## src/rtl/flash_cmd_seq.sv

```systemverilog
// rtl/flash_cmd_seq.sv - serial NOR read command sequencer in front of the SPI byte master
module flash_cmd_seq #(
    parameter int LEN_W   = 16,
    parameter int TIMEOUT = 1024
) (
    input  logic             clk,
    input  logic             reset,
    input  logic             req_valid,
    output logic             req_ready,
    input  logic [1:0]       req_op,
    input  logic [23:0]      req_addr,
    input  logic [LEN_W-1:0] req_len,
    output logic [7:0]       out_data,
    output logic             out_valid,
    input  logic             out_ready,
    output logic             done,
    output logic             error,
    output logic             active,
    output logic             spi_write,
    output logic             spi_read,
    output logic [7:0]       spi_din,
    input  logic [7:0]       spi_dout,
    input  logic             spi_busy
);
    localparam int CNT_W = $clog2(TIMEOUT + 1);

    typedef enum logic [2:0] {
        S_IDLE, S_CMD, S_ADDR, S_DUMMY, S_DATA, S_DRAIN, S_DONE, S_ERR
    } state_t;

    typedef enum logic [1:0] {
        P_ISSUE, P_WAIT_HI, P_WAIT_LO
    } phase_t;

    state_t            state;
    phase_t            phase;
    logic [1:0]        op_q;
    logic [23:0]       addr_q;
    logic [LEN_W-1:0]  remain;
    logic [1:0]        addr_idx;
    logic [CNT_W-1:0]  wait_cnt;

    logic              is_data;
    logic              can_issue;
    logic              timed_out;
    logic [7:0]        tx_byte;

    always_comb begin
        tx_byte = 8'h00;
        case (state)
            S_CMD: begin
                case (op_q)
                    2'd0:    tx_byte = 8'h03;
                    2'd1:    tx_byte = 8'h0B;
                    2'd2:    tx_byte = 8'h05;
                    default: tx_byte = 8'h9F;
                endcase
            end
            S_ADDR: begin
                case (addr_idx)
                    2'd0:    tx_byte = addr_q[23:16];
                    2'd1:    tx_byte = addr_q[15:8];
                    default: tx_byte = addr_q[7:0];
                endcase
            end
            default: tx_byte = 8'h00;
        endcase
    end

    assign is_data   = (state == S_DATA);
    // A data read may only start once the single-entry output register can take its byte.
    assign can_issue = (phase == P_ISSUE) && !spi_busy &&
                       ((state inside {S_CMD, S_ADDR, S_DUMMY}) ||
                        (is_data && (!out_valid || out_ready)));
    assign timed_out = (wait_cnt == CNT_W'(TIMEOUT - 1));

    always_ff @(posedge clk) begin
        if (!reset) begin
            state     <= S_IDLE;
            phase     <= P_ISSUE;
            op_q      <= '0;
            addr_q    <= '0;
            remain    <= '0;
            addr_idx  <= '0;
            wait_cnt  <= '0;
            req_ready <= 1'b1;
            out_data  <= '0;
            out_valid <= 1'b0;
            done      <= 1'b0;
            error     <= 1'b0;
            active    <= 1'b0;
            spi_write <= 1'b0;
            spi_read  <= 1'b0;
            spi_din   <= '0;
        end else begin
            spi_write <= 1'b0;
            spi_read  <= 1'b0;
            done      <= 1'b0;
            error     <= 1'b0;
            if (out_valid && out_ready)
                out_valid <= 1'b0;

            case (state)
                S_IDLE: begin
                    req_ready <= 1'b1;
                    phase     <= P_ISSUE;
                    if (req_valid && req_ready) begin
                        req_ready <= 1'b0;
                        active    <= 1'b1;
                        op_q      <= req_op;
                        addr_q    <= req_addr;
                        remain    <= req_len;
                        addr_idx  <= '0;
                        state     <= (req_len == '0) ? S_DONE : S_CMD;
                    end
                end

                S_CMD, S_ADDR, S_DUMMY, S_DATA: begin
                    case (phase)
                        P_ISSUE: begin
                            if (can_issue) begin
                                spi_write <= !is_data;
                                spi_read  <= is_data;
                                spi_din   <= tx_byte;
                                wait_cnt  <= '0;
                                phase     <= P_WAIT_HI;
                            end
                        end
                        P_WAIT_HI: begin
                            if (spi_busy) begin
                                wait_cnt <= '0;
                                phase    <= P_WAIT_LO;
                            end else if (timed_out) begin
                                phase <= P_ISSUE;
                                state <= S_ERR;
                            end else begin
                                wait_cnt <= wait_cnt + 1'b1;
                            end
                        end
                        P_WAIT_LO: begin
                            if (!spi_busy) begin
                                phase <= P_ISSUE;
                                case (state)
                                    S_CMD: begin
                                        addr_idx <= '0;
                                        state    <= op_q[1] ? S_DATA : S_ADDR;
                                    end
                                    S_ADDR: begin
                                        if (addr_idx == 2'd2)
                                            state <= (op_q == 2'd1) ? S_DUMMY : S_DATA;
                                        else
                                            addr_idx <= addr_idx + 1'b1;
                                    end
                                    S_DUMMY: state <= S_DATA;
                                    default: begin
                                        out_data  <= spi_dout;
                                        out_valid <= 1'b1;
                                        remain    <= remain - 1'b1;
                                        if (remain == LEN_W'(1))
                                            state <= S_DRAIN;
                                    end
                                endcase
                            end else if (timed_out) begin
                                phase <= P_ISSUE;
                                state <= S_ERR;
                            end else begin
                                wait_cnt <= wait_cnt + 1'b1;
                            end
                        end
                        default: phase <= P_ISSUE;
                    endcase
                end

                S_DRAIN: begin
                    if (!out_valid)
                        state <= S_DONE;
                end

                S_DONE: begin
                    done   <= 1'b1;
                    active <= 1'b0;
                    state  <= S_IDLE;
                end

                S_ERR: begin
                    error  <= 1'b1;
                    active <= 1'b0;
                    state  <= S_IDLE;
                end

                default: state <= S_IDLE;
            endcase
        end
    end
endmodule

```

## config.mk

```make
export PLATFORM = sky130hd
export DESIGN_NAME = flash_cmd_seq
export DESIGN_NICKNAME = d
export VERILOG_FILES = /design/src/rtl/flash_cmd_seq.sv
export SDC_FILE = /design/constraint.sdc
export NUM_CORES = 1
export LEC_CHECK = 0
export CORE_MARGIN = 2
export CORE_UTILIZATION = 48
export CTS_CLUSTER_DIAMETER = 40
export DETAILED_ROUTE_END_ITERATION = 8
export PLACE_DENSITY = 0.77
export RECOVER_POWER = 50
export SYNTH_ARGS = -nofsm -noshare
export SYNTH_HDL_FRONTEND = slang
export SYNTH_SLANG_ARGS = --single-unit
```

## constraint.sdc

```tcl
create_clock -name clk -period 1.9 [get_ports clk]
set_input_delay 0.38 -clock clk [delete_from_list [all_inputs] [get_ports clk]]
set_output_delay 0.38 -clock clk [all_outputs]
set_load 0.005 [all_outputs]
```

==> results, run 1 <==
- The required time reported for the critical path endpoint is ~2200 ps.
- The number of warnings issued by yosys is 0.
- The wire-length estimate of the detail-placed layout is between 9 and 10 mm.
- The count of non-filler cells in the finished layout is approximately 820.
- The number of global-route vias before repair is 4541.
- In the finished design, the share of the clock period the worst path needs comes to 105%.
- The maximum number of pins on one net before global-route repair is 35.
- Cells with a size suffix above 1 make up roughly a quarter of the layout.
- The cell count after synthesis came out at 550.
- The y dimension of the die is 98.2 um.
- Dividing total power by cell area gives a power density of 827 nW/um^2.
- The total vias in the final route is 4782.
- The largest total area in the synthesized netlist belongs to sky130_fd_sc_hd__dfxtp_1.
- The run finished, with violations left.
- The clock network power share is 26.3%.
- The initial antenna violation count came to 0.
- TritonCTS built the clock tree.
- The filler cells instantiated in the layout total 666.
- After floorplanning, the core was divided into 34 placement rows.
- The number of antenna-violating nets in the routed design is 0.
- The clock period minus worst slack is 2000 ps.
- The cell family with the largest share of critical-path delay is buffers and inverters.
- The routed wirelength normalized by instance count is between 15 and 20 um.
- Hold is met by 453 ps.
- The wire length reported by the detailed router is approximately 13 mm.
- The final number of max-transition violations was 0.
- Global routing used 26.5% of the available tracks.
- For this run, the slowest stage of the critical path takes 440 ps.
- Walking the worst path, the cells encountered are clkdlybuf4s50_1 -> nor4_2 -> buf_4 -> nand4_1 -> buf_4 -> a211o_1 -> a31oi_2 -> a311oi_2.
- The worst setup path category is input port to register.
- The starting density of the core is 49.1%.
- The clock passes through at most 2 buffers.
- The count of boundary I/O pins is approximately 80.
- Yosys mapped a number of flops with a built-in enable equal to 0.
- The post-synth net total is around 620.
- The number of levels in the clock H-tree is 3.
- The detailed router finished its first iteration with 316 violations.
- The number of port buffers is 77.
- Global routing finished with a remaining overflow of 0.
- The sequential cell fraction of total power is 38.9%.
- In this design, the critical path's most frequently occurring cell is sky130_fd_sc_hd__buf_4.
- The die footprint is ~9600 sq um.
- The first-pass GRT wire length is 21.1 mm.
- Setup violations remaining at the end of the flow were counted as 4.
- The pin slew with the least headroom to its limit is 787 ps.
- STA classifies the critical path endpoint as a register.
- The net count reported at finish is 768.
- By instance count, the leading cell after synthesis is sky130_fd_sc_hd__nand2_1.
- The highest ir drop seen on vdd is 0.522 mV.
- The final hold violation count is 0.
- At the end of routability-driven placement, the weighted congestion stood at slightly below 0.9.
- The slowest cell on the critical path is sky130_fd_sc_hd__clkdlybuf4s50_1.
- In this run the power spent charging and discharging nets is 1.76 mW.
- At the later pin of the worst-skew pair, clock insertion delay measures 370 ps.
- Dividing the synthesized area by the synthesized cell count gives 7.75 sq um.
- The worst setup slack for register-to-register paths is -60 ps.
- Including well taps, the total number of placed cells is slightly below 800.
- The number of buffers created by CTS is 9.
- Of the total power, the share spent switching nets is about a third.
- For this run, the detailed router's first-pass iteration total came to 7.
- STA classifies the critical path startpoint as an input port.
- Static timing analysis puts the maximum clock frequency at 499 MHz.
- CTS placed an instance of sky130_fd_sc_hd__clkbuf_8 at the clock tree root.
- After clock tree synthesis, the clock-pin slew on the worst setup and hold paths is roughly 100 ps.
- The die is 98.2 um wide.
- Setup slack on the critical path of the routed design comes to -103 ps.
- The clock tree skew after final layout is 12.1 ps.
- Sequential elements use 39.0% of the synthesized area.
- The number of DRC violations after detailed routing is 0.
- The power share of the combinational group is 34.8%.
- In the synthesized netlist the dominant register cell turns out to be sky130_fd_sc_hd__dfxtp_1.
- Counting instances in the post-synthesis netlist gives the leading cell types as sky130_fd_sc_hd__nand2_1, sky130_fd_sc_hd__dfxtp_1, sky130_fd_sc_hd__a21oi_1.
- The final reports fail on negative setup slack.
- The async set or reset register ratio after synthesis is 0%.
- For this design the static power due to leakage is 2.43 nW.
- The path class of the tightest hold or removal check is register to register.
- For the worst setup path, the data arrival time is roughly 2300 ps.
- The internal power of the cells totals ~3.4 mW.
- The synthesis-to-layout area growth is 46.7%.
- By area the synthesized netlist is led by sky130_fd_sc_hd__dfxtp_1, sky130_fd_sc_hd__nand2_1, sky130_fd_sc_hd__a21oi_1.
- The area fraction of the dominant cell type after synthesis is 39.0%.
- The relative slew slack is between 40% and 50%.
- Synthesis inferred 83 register bits.
- The number of max-cap violations is 0.
- In this run, distinct cell masters in the synthesized netlist total 66.
- After detailed routing, the number of vias per cell comes to 5.86.
- The number of antenna diodes in the final layout is 0.
- The tree built by TritonCTS fans out to between 80 and 90 sinks.
- Along the worst path, the maximum fanout reaches 3.
- Setup repair after global routing could not meet its margin everywhere.
- The core region is 8680 sq um.
- The mapped cell area is 4260 sq um.
- Together, buffers and inverters on the worst path number 3.
==> worst min-delay path, cell delays in order, from the launching register on <==
cell,delay (ps)
sky130_fd_sc_hd__dfxtp_1,310
sky130_fd_sc_hd__nand2_1,50
sky130_fd_sc_hd__a21oi_1,50
==> power groups by stage <==
stage                     clock network, mW  registers, mW  logic (mW)
final                                  1.36           2.01        1.80
after global routing                   1.43           2.03        1.93
after CTS                              1.37           2.00        1.67
after detailed placement                  0           2.03        1.56
after global placement                    0           2.03        1.52
after floorplan                           0           2.00       0.847
==> cell type report <==
class,count,area (sq um),area share (%)
clock inverter,7,82.6,1.32
inverter,13,51.3,0.821
clock buffer,9,124,1.98
multi-input combinational,416,2620,41.9
sequential,83,1670,26.8
timing repair buffer,180,1560,25.0
tap,108,135,2.16
==> timing repair <==
| action | CTS | global route |
|---|---|---|
| hold buffers | 0 | 0 |
| gates resized for setup | 21 | 44 |
| setup endpoints to repair | 18 | 45 |
| gates cloned | 0 | 1 |
| setup buffers | 1 | 2 |
| endpoints found under the hold margin | 0 | 0 |
| pin swaps | 3 | 13 |
==> cell families after synthesis <==
logic type	share of synthesized area (%)
buffers and inverters	4.87
xor gates and xnor gates	0.822
DFF	39.0
adders and majority gates	2.94
AOI/OAI and AO/OA	26.1
and+or+nand+nor	26.3
==> flip-flops by register name, summed over array words and instances (netlist names) <==
register	cells
error	1
addr_idx	2
out_valid	1
addr_q	24
phase	2
active	1
spi_din	8
op_q	2
state	3
done	1
spi_write	1
wait_cnt	11
spi_read	1
req_ready	1
remain	16
out_data	8
==> stage by stage <==
stage                     util, %  worst slack, ps  power [mW]  instance area, sq um  setup TNS, ps
after floorplan                 -            -46.9        2.85                  4280          -46.9
after global placement       66.8             -359        3.55                  5800          -8680
after detailed placement     66.8             -415        3.60                  5800          -9100
after CTS                    70.3            -18.5        5.04                  6100          -18.5
after global routing         72.0             -150        5.39                  6250          -1380
final                        72.0             -103        5.17                  6250           -207
==> path summary, 6_finish.rpt <==
path | from | to | cells after the start
worst max-delay path | req_len[8] | state[0] | 8
worst min-delay path | out_data[0] | out_data[0] | 2
worst max register to register | phase[1] | state[1] | 7
worst min register to register | out_data[0] | out_data[0] | 2
==> layout by cell type (no fill, tap or decap), types with 4 or more instances in the layout <==
master                            instances
sky130_fd_sc_hd__nor4_2                   4
sky130_fd_sc_hd__a41oi_1                  5
sky130_fd_sc_hd__a31oi_1                 11
sky130_fd_sc_hd__dfxtp_2                  6
sky130_fd_sc_hd__nor3_1                  11
sky130_fd_sc_hd__a21oi_1                 68
sky130_fd_sc_hd__clkdlybuf4s50_1         51
sky130_fd_sc_hd__nand2b_1                 4
sky130_fd_sc_hd__or3_1                    4
sky130_fd_sc_hd__nand2_1                100
sky130_fd_sc_hd__xor2_1                   4
sky130_fd_sc_hd__a22oi_1                  9
sky130_fd_sc_hd__and3_1                   4
sky130_fd_sc_hd__nor2_1                  41
sky130_fd_sc_hd__o21ai_1                  5
sky130_fd_sc_hd__and2_1                   4
sky130_fd_sc_hd__nand4_1                  7
sky130_fd_sc_hd__clkbuf_8                 9
sky130_fd_sc_hd__o221a_2                  6
sky130_fd_sc_hd__o21a_1                   4
sky130_fd_sc_hd__dfxtp_1                 76
sky130_fd_sc_hd__dlygate4sd3_1           24
sky130_fd_sc_hd__nand3_1                 10
sky130_fd_sc_hd__nor4_1                   5
sky130_fd_sc_hd__a211oi_1                 6
sky130_fd_sc_hd__inv_1                   10
sky130_fd_sc_hd__buf_4                   93
sky130_fd_sc_hd__o21ai_0                 16
sky130_fd_sc_hd__ha_1                     8
==> metal layers <==
layer	global-route usage (%)	vias to the layer above	wire (um)	part of all wire, %
met1	34.5	2281	5780	44
met3	5.44	35	692	5.3
li1	-	2292	-	-
met2	44.3	174	6430	49
met4	8.64	0	274	2.1
met5	0	-	0	0
Note: power is estimated with default switching activity, not from simulation.
==> run 2, diff against run 1 <==
--- a/config.mk
+++ b/config.mk
@@ -5,6 +5,7 @@
 export SDC_FILE = /design/constraint.sdc
 export NUM_CORES = 1
 export LEC_CHECK = 0
+export CORE_ASPECT_RATIO = 1.4
 export CORE_MARGIN = 2
 export CORE_UTILIZATION = 48
 export CTS_CLUSTER_DIAMETER = 40
==> results, run 2 (synthesis gave the netlist of run 1 again) <==
- The instance count along the most critical hold path came to 2 (unchanged).
- The flip-flop count of the largest register after layout is 24 (unchanged).
- The area of the placeable core came to 8610 sq um (-0.81%).
- The clock net sink count is 83 (unchanged).
- The proportion of layout cells with a drive suffix above 1 is 24.8% (-0.74 points).
- The static leakage power is 2.50 nW (+3.1%).
- The required time reported for the critical path endpoint is 2180 ps (+30 ps).
- The global-route total usage across every layer is 27.1% (+0.54 points).
- The kind of launch point of the worst setup path is an input port.
- The number of port buffers is 77 (unchanged).
- The detailed-placement wirelength estimate came to 9.21 mm (+0.76%).
- The count of non-filler cells in the finished layout is 818 (+0.25%).
- The first-pass GRT wire length is 21.2 mm (+0.36%).
- The number of setup violations in the final report is 3 (-1).
- The initial antenna violation count is 0 (unchanged).
- The flow ran to the end, but the final reports show violations.
- The maximum clock path buffer count came to 2 (unchanged).
- The antenna diode count is 0 (unchanged).
- The number of placed cells counting well taps is 795 (-0.13%).
- The die footprint is 9660 sq um (+0.11%).
- The total global routing overflow is 0 (unchanged).
- The number of filler instances in the final layout is 641 (-3.8%).
- The combined area of the multi-input logic cells is 2580 sq um (-1.4%).
- The number of hold buffers added after CTS is 0 (unchanged).
- The relative slew slack came to 45.1% (-2.4 points).
- The number of max-cap violations was 0 (unchanged).
- The power per cell area was 876 nW/um^2 (+5.9%).
- The final worst setup slack was -105 ps (-1.74 ps).
- In this run the critical register-to-register path is captured at state[0].
- Relative to the synthesized area, the layout overhead comes to 50.1%.
- The depth of the most critical reg-to-reg path is 6 (-1).
- The length of the first detailed-routing pass in iterations is 5 (-2).
- The worst setup path is captured at a register.
- The number of antenna-violating nets in the routed design is 0 (unchanged).
- The number of global-route vias before repair was 4582 (+0.90%).
- The worst hold path terminates at spi_din[6].
- The insertion delay of the later-clocked pin in the worst-skew pair came to 340 ps (-30 ps).
- The starting density of the core is 49.5% (+0.40 points).
- The class of the tightest hold or removal check is register to register.
- The row count came to 40 (+18%).
- The number of levels in the clock H-tree was 3 (unchanged).
- The wire length reported by the detailed router came to 12.9 mm (-2.2%).
- The clock period minus worst slack is 2000 ps (+1.74 ps).
- The number of buffers created by CTS came to 9 (unchanged).
- The worst setup path is of the input port to register kind.
- The net count reported at finish is 773 (+0.65%).
- The total area of sequential cells is 1670 sq um (-0.15%).
- The achievable frequency was 499 MHz (about the same).
- The checks that failed: negative setup slack.
- The final worst-path cycle share is 106% (about the same).
- The endpoint arrival time on the critical path is 2290 ps (+30 ps).
- In this run the most critical hold path is launched from spi_din[6].
- The number of DRC violations after detailed routing is 0 (unchanged).
- The routed wirelength normalized by instance count is 15.8 um (-2.4%).
- The largest fanout of any net on the critical path was 5 (+2).
- The final number of max-transition violations was 0 (unchanged).
- The maximum number of pins on one net before global-route repair is 30 (-14%).
- The total vias in the final route is 4763 (-0.40%).
- The final hold violation count was 0 (unchanged).
- The clock tree skew after final layout is 5.49 ps (-6.56 ps).
- Counting flops per register, the top entry is addr_q.
- The count of boundary I/O pins is 78 (unchanged).
- The worst setup slack for register-to-register paths is -70 ps (about the same).
- The pin slew with the least headroom to its limit was 823 ps (+36.0 ps).
- The commonest non-fill, non-tap cell in the layout is sky130_fd_sc_hd__nand2_1.
- The last weighted congestion value of the routability-driven placer is 0.968 (+10%).
- The die width is 83.6 um (-15%).
- The y dimension of the die was 115 um (+18%).
- The worst slack at placement is -523 ps (-109 ps).
- The worst register-to-register path begins at remain[9].
- TritonCTS built the clock tree.
- Setup repair after global routing could not meet its margin everywhere.
- The highest ir drop seen on vdd came to 0.590 mV (+13%).
- The count of routing violations after the opening detailed-route iteration came to 327 (+3.5%).
- The clock transition at the register clock pins on the worst setup and hold paths after CTS is 60 ps (-40 ps).
- The cell chosen for the clock root is sky130_fd_sc_hd__clkbuf_16.
- The largest registers in the layout are addr_q: 24 flops, remain: 16 flops, wait_cnt: 11 flops.
- The vias per cell is 5.82 (-0.64%).
- In the layout the commonest cells are sky130_fd_sc_hd__nand2_1, sky130_fd_sc_hd__buf_4, sky130_fd_sc_hd__dfxtp_1, sky130_fd_sc_hd__a21oi_1, sky130_fd_sc_hd__clkdlybuf4s50_1.
==> run 2: worst max-delay path by stage <==
stage | startpoint | to | slack (ps) | cells after the start
detailed placement | req_len[0] | state[1] | -520 | 8
global route | req_len[11] | state[1] | -150 | 7
finish | req_len[12] | state[1] | -100 | 7
global placement | req_len[0] | state[1] | -480 | 8
CTS | req_len[1] | state[1] | -60 | 8
floorplan | remain[5] | remain[13] | -50 | 6
==> run 2: power breakdown <==
part	internal (mW)	switching [mW]	total, mW
clock	1.06	0.734	1.80
combinational	0.916	0.872	1.79
sequential	1.89	0.128	2.01
total	3.87	1.73	5.60
==> run 2: cell type report <==
cell class                      instances  area share (%)
Multi-Input combinational cell        416            40.4
Tap cell                              105            2.05
Inverter                               13           0.802
Sequential cell                        83            26.1
Clock inverter                          6            1.12
Timing Repair Buffer                  185            25.8
Clock buffer                           10            3.74
==> run 2: what timing repair did <==
| action | 4_1_cts | 5_1_grt |
|---|---|---|
| endpoints found under the hold margin | 0 | 0 |
| pin swaps | 4 | 16 |
| gates resized for setup | 20 | 35 |
| buffers inserted | 1 | 6 |
| endpoints found under the setup margin | 23 | 37 |
| cloned | 0 | 0 |
==> run 2: worst max-delay path, stage by stage <==
cell and delay, ps:
sky130_fd_sc_hd__clkdlybuf4s50_1 430, sky130_fd_sc_hd__nor4_1 420, sky130_fd_sc_hd__nand4_1 150, sky130_fd_sc_hd__buf_4 180, sky130_fd_sc_hd__a221o_1 380, sky130_fd_sc_hd__a211oi_2 180
sky130_fd_sc_hd__a22o_1 160
==> run 2: metrics by stage <==
stage	power [mW]	hold slack (ps)	util (%)	TNS, ps	instance area [sq um]
floorplan	2.85	428	-	-46.9	4280
global placement	3.56	442	68.1	-6000	5860
detailed placement	3.61	447	68.1	-8140	5860
CTS	5.51	457	72.8	-150	6260
global route	5.86	473	74.3	-2440	6390
finish	5.60	453	74.3	-221	6390
==> run 2: metal layers <==
| layer | part of all wire [%] | global-route usage [%] |
|---|---|---|
| met1 | 41 | 31.7 |
| met3 | 5.0 | 3.42 |
| met4 | 2.7 | 13.4 |
| met2 | 52 | 48.9 |
| met5 | 0 | 0 |
